<file path="config.mk">
export PLATFORM = sky130hd
export DESIGN_NAME = dynamic_preadd_macc
export DESIGN_NICKNAME = d
export VERILOG_FILES = /design/src/rtl/dynamic_preadd_pkg.sv /design/src/rtl/preadd_mult_core.sv /design/src/rtl/dynamic_preadd_macc.sv
export SDC_FILE = /design/constraint.sdc
export NUM_CORES = 1
export LEC_CHECK = 0
export CAP_MARGIN = 20
export CORE_MARGIN = 1.5
export CORE_UTILIZATION = 45
export DETAILED_ROUTE_END_ITERATION = 10
export MAX_ROUTING_LAYER = met4
export SLEW_MARGIN = 20
export SYNTH_ARGS = -nofsm -noshare
export SYNTH_HDL_FRONTEND = slang
export SYNTH_SLANG_ARGS = --single-unit
</file>
<file path="constraint.sdc">
create_clock -name clk -period 7.2 [get_ports clk]
set_input_delay 0.72 -clock clk [delete_from_list [all_inputs] [get_ports clk]]
set_output_delay 0.72 -clock clk [all_outputs]
set_load 0.03 [all_outputs]
</file>
<file path="src/rtl/dynamic_preadd_pkg.sv">
// Shared types and helpers for the dynamic pre-add multiply-accumulate slice.
//   op_t      : per-beat control (subadd: 0 A+D / 1 A-D, acc_en: 1 accumulate / 0 load)
//   mw()      : full-precision product width for given A and B widths
//   sat_add() : signed add at a run-time width w (<= SAT_W) that returns the
//               saturated sum and the overflow flag; operands must already be
//               sign-extended to SAT_W bits.
package dynamic_preadd_pkg;

  typedef struct packed {
    logic subadd;
    logic acc_en;
  } op_t;

  localparam int unsigned SAT_W = 64;

  typedef struct packed {
    logic [SAT_W-1:0] sum;
    logic             ovf;
  } sat_res_t;

  function automatic int unsigned mw(input int unsigned aw, input int unsigned bw);
    return aw + 1 + bw;
  endfunction

  function automatic sat_res_t sat_add(input logic [SAT_W-1:0] a,
                                       input logic [SAT_W-1:0] b,
                                       input int unsigned      w);
    sat_res_t         r;
    logic [SAT_W-1:0] max_v;
    logic [5:0]       msb;
    msb   = 6'(w - 1);
    r.sum = a + b;
    r.ovf = (a[msb] == b[msb]) && (r.sum[msb] != a[msb]);
    max_v = (SAT_W'(1) << msb) - SAT_W'(1);
    // ~max_v is -2^(w-1) already sign-extended to SAT_W bits
    if (r.ovf) r.sum = a[msb] ? ~max_v : max_v;
    return r;
  endfunction

endpackage

</file>
<file path="src/rtl/preadd_mult_core.sv">
// Three-stage signed pre-adder / multiplier (S1 input regs, S2 pre-add, S3 multiply).
// Ports:
//   clk, rst_n (async active-low), ce (freezes all stages incl. valids)
//   in_valid, in_op, ain, din, bin : input beat
//   out_valid, out_op, mout        : S3 valid, delayed control, full-precision (A+-D)*B
module preadd_mult_core
  import dynamic_preadd_pkg::*;
#(
  parameter int unsigned AW = 16,
  parameter int unsigned BW = 16,
  localparam int unsigned MW = mw(AW, BW)
) (
  input  logic                 clk,
  input  logic                 rst_n,
  input  logic                 ce,
  input  logic                 in_valid,
  input  op_t                  in_op,
  input  logic signed [AW-1:0] ain,
  input  logic signed [AW-1:0] din,
  input  logic signed [BW-1:0] bin,
  output logic                 out_valid,
  output op_t                  out_op,
  output logic signed [MW-1:0] mout
);

  logic signed [AW-1:0] a1_q, a1_d, d1_q, d1_d;
  logic signed [BW-1:0] b1_q, b1_d, b2_q, b2_d;
  logic signed [AW:0]   pre2_q, pre2_d;
  logic signed [MW-1:0] m3_q, m3_d;
  op_t                  op1_q, op1_d, op2_q, op2_d, op3_q, op3_d;
  logic                 v1_q, v1_d, v2_q, v2_d, v3_q, v3_d;

  always_comb begin
    a1_d   = a1_q;
    d1_d   = d1_q;
    b1_d   = b1_q;
    op1_d  = op1_q;
    v1_d   = v1_q;
    pre2_d = pre2_q;
    b2_d   = b2_q;
    op2_d  = op2_q;
    v2_d   = v2_q;
    m3_d   = m3_q;
    op3_d  = op3_q;
    v3_d   = v3_q;
    if (ce) begin
      a1_d   = ain;
      d1_d   = din;
      b1_d   = bin;
      op1_d  = in_op;
      v1_d   = in_valid;
      pre2_d = op1_q.subadd ? ((AW+1)'(a1_q) - (AW+1)'(d1_q))
                            : ((AW+1)'(a1_q) + (AW+1)'(d1_q));
      b2_d   = b1_q;
      op2_d  = op1_q;
      v2_d   = v1_q;
      m3_d   = MW'(pre2_q) * MW'(b2_q);
      op3_d  = op2_q;
      v3_d   = v2_q;
    end
  end

  always_ff @(posedge clk or negedge rst_n) begin
    if (!rst_n) begin
      a1_q   <= '0;
      d1_q   <= '0;
      b1_q   <= '0;
      op1_q  <= '0;
      v1_q   <= 1'b0;
      pre2_q <= '0;
      b2_q   <= '0;
      op2_q  <= '0;
      v2_q   <= 1'b0;
      m3_q   <= '0;
      op3_q  <= '0;
      v3_q   <= 1'b0;
    end else begin
      a1_q   <= a1_d;
      d1_q   <= d1_d;
      b1_q   <= b1_d;
      op1_q  <= op1_d;
      v1_q   <= v1_d;
      pre2_q <= pre2_d;
      b2_q   <= b2_d;
      op2_q  <= op2_d;
      v2_q   <= v2_d;
      m3_q   <= m3_d;
      op3_q  <= op3_d;
      v3_q   <= v3_d;
    end
  end

  assign out_valid = v3_q;
  assign out_op    = op3_q;
  assign mout      = m3_q;

endmodule

</file>
<file path="src/rtl/dynamic_preadd_macc.sv">
// Pipelined signed pre-add multiply-accumulate:
//   P = acc_en ? P + (A +- D)*B : (A +- D)*B, 4 ce-enabled cycles latency.
// Ports:
//   clk, rst_n (async active-low), ce (freezes every pipeline register)
//   in_valid, subadd, acc_en, ain, din, bin : input beat
//   out_valid : pout updated by a beat this cycle
//   pout      : ACCW-bit signed accumulator
//   ovf       : sticky signed overflow, cleared by a load beat or reset
// Build option: define DYNAMIC_PREADD_MACC_SAT_EN to saturate pout on overflow
// instead of wrapping (requires ACCW <= 64).
module dynamic_preadd_macc
  import dynamic_preadd_pkg::*;
#(
  parameter int unsigned AW   = 16,
  parameter int unsigned BW   = 16,
  parameter int unsigned ACCW = 48
) (
  input  logic                   clk,
  input  logic                   rst_n,
  input  logic                   ce,
  input  logic                   in_valid,
  input  logic                   subadd,
  input  logic                   acc_en,
  input  logic signed [AW-1:0]   ain,
  input  logic signed [AW-1:0]   din,
  input  logic signed [BW-1:0]   bin,
  output logic                   out_valid,
  output logic signed [ACCW-1:0] pout,
  output logic                   ovf
);

  localparam int unsigned MW = mw(AW, BW);

  if (ACCW < MW) begin : g_accw_chk
    $error("dynamic_preadd_macc: ACCW must be >= AW+1+BW");
  end

  op_t                    in_op;
  op_t                    s3_op;
  logic                   s3_valid;
  logic signed [MW-1:0]   s3_m;
  logic signed [ACCW-1:0] m_ext;
  logic signed [ACCW-1:0] acc_sum;
  logic                   acc_ovf;

  logic signed [ACCW-1:0] pout_q, pout_d;
  logic                   ovf_q, ovf_d;
  logic                   out_valid_q, out_valid_d;

  assign in_op = '{subadd: subadd, acc_en: acc_en};

  preadd_mult_core #(
    .AW (AW),
    .BW (BW)
  ) u_core (
    .clk       (clk),
    .rst_n     (rst_n),
    .ce        (ce),
    .in_valid  (in_valid),
    .in_op     (in_op),
    .ain       (ain),
    .din       (din),
    .bin       (bin),
    .out_valid (s3_valid),
    .out_op    (s3_op),
    .mout      (s3_m)
  );

  assign m_ext = ACCW'(s3_m);

`ifdef DYNAMIC_PREADD_MACC_SAT_EN
  if (ACCW > SAT_W) begin : g_sat_chk
    $error("dynamic_preadd_macc: saturation supports ACCW <= 64");
  end

  sat_res_t acc_res;
  assign acc_res = sat_add(SAT_W'(pout_q), SAT_W'(m_ext), ACCW);
  assign acc_sum = acc_res.sum[ACCW-1:0];
  assign acc_ovf = acc_res.ovf;
`else
  assign acc_sum = pout_q + m_ext;
  // same-sign operands whose sum flips sign
  assign acc_ovf = (pout_q[ACCW-1] == m_ext[ACCW-1]) &&
                   (acc_sum[ACCW-1] != pout_q[ACCW-1]);
`endif

  always_comb begin
    pout_d      = pout_q;
    ovf_d       = ovf_q;
    out_valid_d = out_valid_q;
    if (ce) begin
      out_valid_d = s3_valid;
      if (s3_valid) begin
        if (s3_op.acc_en) begin
          pout_d = acc_sum;
          ovf_d  = ovf_q | acc_ovf;
        end else begin
          // a load can never overflow since ACCW >= MW; it restarts the sticky flag
          pout_d = m_ext;
          ovf_d  = 1'b0;
        end
      end
    end
  end

  always_ff @(posedge clk or negedge rst_n) begin
    if (!rst_n) begin
      pout_q      <= '0;
      ovf_q       <= 1'b0;
      out_valid_q <= 1'b0;
    end else begin
      pout_q      <= pout_d;
      ovf_q       <= ovf_d;
      out_valid_q <= out_valid_d;
    end
  end

  assign pout      = pout_q;
  assign ovf       = ovf_q;
  assign out_valid = out_valid_q;

endmodule

</file>
== Word level (Yosys, flattened, before mapping) ==
Cells that the tools add are included.

* Equal/unequal tests: 2
* Multiply operators: 1
* Shift-type cells: 0
* Divide/modulo/power cells: 0
* Bitwise gates (word level): 1
* Magnitude comparators: 0
* Multiplexer cells: 3
* Reduce and logical (&&, ||, !) cells: 2
* Add/sub/neg operators: 3

{| class="wikitable"
|+ Operators by type and width
! cell !! number
|-
| 48-bit by 33-bit adder with 48-bit output || 1
|-
| 48-bit two-way mux || 1
|-
| 17-bit by 16-bit multiplier with 33-bit output || 1
|-
| 16-bit by 16-bit adder with 17-bit output || 1
|-
| 17-bit two-way mux || 1
|-
| 16-bit by 16-bit subtractor with 17-bit output || 1
|-
| 2-bit AND reduction || 1
|-
| 1-bit equality test || 1
|-
| 1-bit logical AND || 1
|-
| 1-bit two-way mux || 1
|-
| 1-bit != test || 1
|-
| 1-bit bitwise OR || 1
|}

* Bits in read-only memories: 0
* Memories kept: 0
* Memory bits (writable): 0
* Input bits: 54
* Latch bits: 0
* Bits in registers: 171
* Word-level logic and storage cells: 28
* Output and inout port bits: 50

== Longest topological paths before layout ==
* Depth after elaboration: 5
* Depth in mapped cells: 26
* Gate-level depth less buffers: 25

== Modules after synthesis ==
From an unflattened synthesis, not the netlist that was laid out.

* Cells, all modules: 2248
* Area, all modules: 21196.6 µm²

{| class="wikitable"
|+ By module, submodules not included
! module !! instances !! sequential area each (µm²) !! area an instance (µm²) !! cells an instance
|-
| preadd_mult_core || 1 || 3078.0 || 16130.5 || 1639
|-
| dynamic_preadd_macc || 1 || 1251.2 || 5066.1 || 609
|}

== Worst setup path before layout ==
No wires, ideal clock.

* Path kind: reg2reg
* From: reg u_core.b2_q[7]
* To: reg u_core.m3_q[31] (netlist: u_core.mout[31])
* Required time: 7075 ps
* Clock period less this slack: 6404 ps
* Arrival time: 6279 ps
* Stages on the path, launching flop included: 27
* Slack: 796 ps
* Buffers on the path: 2
* Library setup time: 125 ps
* Cell sequence: dfrtp_1 -> clkbuf_1 -> clkbuf_1 -> nand2_1 -> fa_1 -> inv_1 -> fa_1 -> inv_1 -> fa_1 -> inv_1 -> fa_1 -> fa_1 -> inv_1 -> fa_1 -> inv_1 -> ha_1 -> a21oi_2 -> nor2b_1 -> o21a_1 -> nor4_2 -> a211oi_2 -> a221oi_2 -> o21ai_2 -> a211oi_2 -> o31ai_1 -> xor2_1 -> mux2_2

* Word-level cells in the longest chain between the ends: 1

{| class="wikitable"
|+ RTL lines
! item !! line !! text
|-
| start: declaration || preadd_mult_core.sv:27 || <nowiki>logic signed [BW-1:0] b1_q, b1_d, b2_q, b2_d;</nowiki>
|-
| start signal: assignment || preadd_mult_core.sv:71 || <nowiki>b2_q <= '0;</nowiki>
|-
| start signal: assignment || preadd_mult_core.sv:84 || <nowiki>b2_q <= b2_d;</nowiki>
|-
| 17-bit by 16-bit multiplier with 33-bit output || preadd_mult_core.sv:57 || <nowiki>m3_d = MW'(pre2_q) * MW'(b2_q);</nowiki>
|-
| end signal: assignment || preadd_mult_core.sv:87 || <nowiki>m3_q <= m3_d;</nowiki>
|-
| end: declaration || preadd_mult_core.sv:29 || <nowiki>logic signed [MW-1:0] m3_q, m3_d;</nowiki>
|}

Every way passes these cells.
A chain may end at the register's enable or synchronous reset.

== Worst setup path in the final report ==
* From: reg u_core.b2_q[2]
* To: reg u_core.m3_q[30] (netlist: u_core.mout[30])

The elaborated chain is that of the path after synthesis.

==> results by group <==
Status
  – Outcome: finished, final reports clean

Clock tree
  – Root Buffer Master: clkbuf_16
  – Clk sink count: ~170
  – Post-CTS setup repair buffer count: 0
  – CTS tree: built
  – Worst-Skew Late Latency: 0.47 ns
  – Longest Clk Path Bufs: 2
  – Num CTS Buffers: 17
  – Clk pin slew, worst setup/hold paths: 0.09 ns
  – H-tree depth: 4

Critical path
  – CP Cell Sequence: nand2_1, inv_1, fa_1, fa_1, inv_1, fa_1, inv_1, fa_1, fa_1, inv_1, fa_1, inv_1, ha_1, a21oi_1, nor2b_1, o21a_1, o21ai_1, o31ai_2, o311a_1, or3_1, a31o_1
  – Worst path bufs/invs: 5
  – Reg2Reg Setup Slack: 0.36 ns
  – CP required: around 7.5 ns
  – Crit path DAT: 7.19 ns
  – CP max-delay cell: fa_1
  – Setup crit start kind: flip-flop
  – Slowest Stage Delay on Critical Path: approximately 0.86 ns
  – Crit end category: flip-flop
  – Path type of the worst setup path: reg -> reg
  – Critical Path Start: u_core.b2_q[2]$_DFFE_PN0P_
  – Top delay family on crit path: adder cells
  – R2R Path Start: u_core.b2_q[2]$_DFFE_PN0P_
  – CP max FO: 18
  – Cell mode on critical path: fa_1

STA
  – Period utilisation layout: 95.0%
  – Min cycle time layout: 6.84 ns
  – Post-route setup TNS: 0 ns
  – Final slew viol count: 0
  – Worst-margin pin slew: 0.945 ns
  – Worst slew margin: 37.0%
  – Maximum clock rate: 146 MHz
  – Unrepaired setup endpoints after global routing: false
  – Final Hold Vio Count: 0
  – Final setup fails: 0
  – Clk_skew: 0.0218 ns

Synthesis
  – Top-count cell post-synth: inv_1
  – Area leader, netlist: fa_1
  – Synth Register Bits: 171
  – Synthesized area: 20300 µm²
  – EDFF count, synth: 0
  – Asr flop ratio synth: 100%
  – Yosys cell types: a little over 70
  – Synth Area per Inst: about 9.5 µm²
  – Sequential area share after synthesis: 21.0%
  – Syn. warnings: 0
  – Synth Instances: 2133
  – Post-synth top cells: inv_1 (357), fa_1 (278), nand2_1 (220)
  – Cells taking the most area after synthesis: fa_1 (27%), dfrtp_1 (21%), ha_1 (9.1%)
  – Mapped Nets: 2613
  – Area fraction of the dominant cell type after synthesis: 27.3%
  – Ys flop type: dfrtp_1

Layout
  – Share of layout cells above drive strength 1: between 8 and 9%
  – Layout area overhead: 11.0%
  – NumNets Final: 2680
  – Antenna diodes: 0
  – Final std cells w/o fill: approximately 2.8k

Floorplan
  – Starting density of the core: 45.8%
  – Die X: 216 µm
  – IO Count: 104
  – Die height: 216 µm
  – Core ar.: 44400 µm²
  – Cell Rows: slightly below 80
  – DIE AREA: 46500 µm²

Placed design
  – Hpwl dp: 40.8 mm
  – IO Port Bufs: 103
  – Placed cells: 2773
  – GPL Wtd Cong: just over 0.9

Drt
  – Drt via density: 5.26
  – TritonRoute pass-1 iters: 5
  – 1st-iter DRT viols: around 840
  – Routed via count: 14.8k
  – Avg WL per Cell: 18.2 µm
  – Final wirelength: 51.0 mm
  – Number of nets still failing antenna checks after routing: 0
  – Residual DRC count: 0

Global routing
  – Initial antenna violation count: 0
  – Overall Global Routing Usage: 23.5%
  – Pin count of the biggest net entering global routing: 100
  – Number of global-route vias before repair: 15.2k
  – GRT overflow: 0
  – First-pass GRT wire length: 83.6 mm

Job
  – Max_cap viols: 0

Min path
  – Tightest Hold Check Type: in -> async
[flip-flops by register name (all words and copies together) (netlist names)]
name,flops
pout,48
u_core.mout,33
u_core.pre2_q,17
u_core.a1_q,16
u_core.b1_q,16
u_core.b2_q,16
u_core.d1_q,16
u_core.op1_q,2
out_valid,1
ovf,1
u_core.op2_q,1
u_core.out_op,1
u_core.out_valid,1
u_core.v1_q,1
u_core.v2_q,1
[layout make-up]
| cell class | instances | area [µm²] |
|---|---|---|
| Timing Repair Buffer | 126 | 1200 |
| Fill cell | 4095 | 21800 |
| Sequential cell | 171 | 4280 |
| Inverter | 358 | 1340 |
| Clock inverter | 15 | 171 |
| Multi-Input combinational cell | 1526 | 14400 |
| Clock buffer | 17 | 425 |
| Tap cell | 592 | 741 |
[cell families after synthesis]
group | after synthesis | synth area share, %
xor gates and xnor gates | 102 | 4.39
and+or+nand+nor | 551 | 13.4
DFF | 171 | 21.0
buffers and inverters | 436 | 8.05
muxes | 120 | 6.55
adders and majority gates | 426 | 36.4
AOI/OAI and AO/OA | 327 | 10.2
[worst paths after layout]
kind | to | cells after the start
setup / recovery | u_core.mout[30]$_DFFE_PN0P_ | 21
hold / removal | pout[39]$_DFFE_PN0P_ | 1
setup reg to reg | u_core.mout[30]$_DFFE_PN0P_ | 21
hold reg to reg | out_valid$_DFFE_PN0P_ | 1
max in group asynchronous | u_core.b1_q[9]$_DFFE_PN0P_ | 2
min in group clk | out_valid$_DFFE_PN0P_ | 1
[repair_timing]
action / 4_1_cts / 5_1_grt
endpoints found under the setup margin: 0 / 1
hold buffers: 0 / 0
resized for setup: 0 / 1
[metrics by stage]
step	worst slack (ns)	utilization [%]	cell area [µm²]	hold slack (ns)
final	0.359	50.9	22600	0.381
after global routing	0.0106	50.9	22600	0.460
after CTS	0.366	50.9	22600	0.411
after detailed placement	0.400	49.5	22000	0.472
after global placement	0.555	49.5	22000	0.462
after floorplan	0.796	-	20300	0.424
[placed cells by master, fill, tap and decap left out, types with 21 or more instances in the layout]
| cell type | n |
|---|---|
| xor2_1 | 21 |
| mux2_2 | 102 |
| buf_4 | 24 |
| ha_1 | 148 |
| fa_1 | 278 |
| nor2_1 | 88 |
| inv_1 | 356 |
| and2_1 | 132 |
| xnor2_1 | 81 |
| dfrtp_1 | 170 |
| nand2_1 | 219 |
| o21ai_0 | 83 |
| a21o_1 | 34 |
| a21oi_1 | 108 |
| clkdlybuf4s50_1 | 101 |
[layer usage]
layer | vias to the layer above | global-route usage, % | part of all wire (%)
li1 | 6947 | - | -
met1 | 7432 | 31.6 | 46
met2 | 327 | 37.1 | 48
met3 | 59 | 3.59 | 4.5
met4 | 0 | 6.34 | 2.0
met5 | - | - | 0
Power is left out: the tool's default activity adds up to more than one toggle a clock period on the data nets, which glitch-free logic cannot reach.
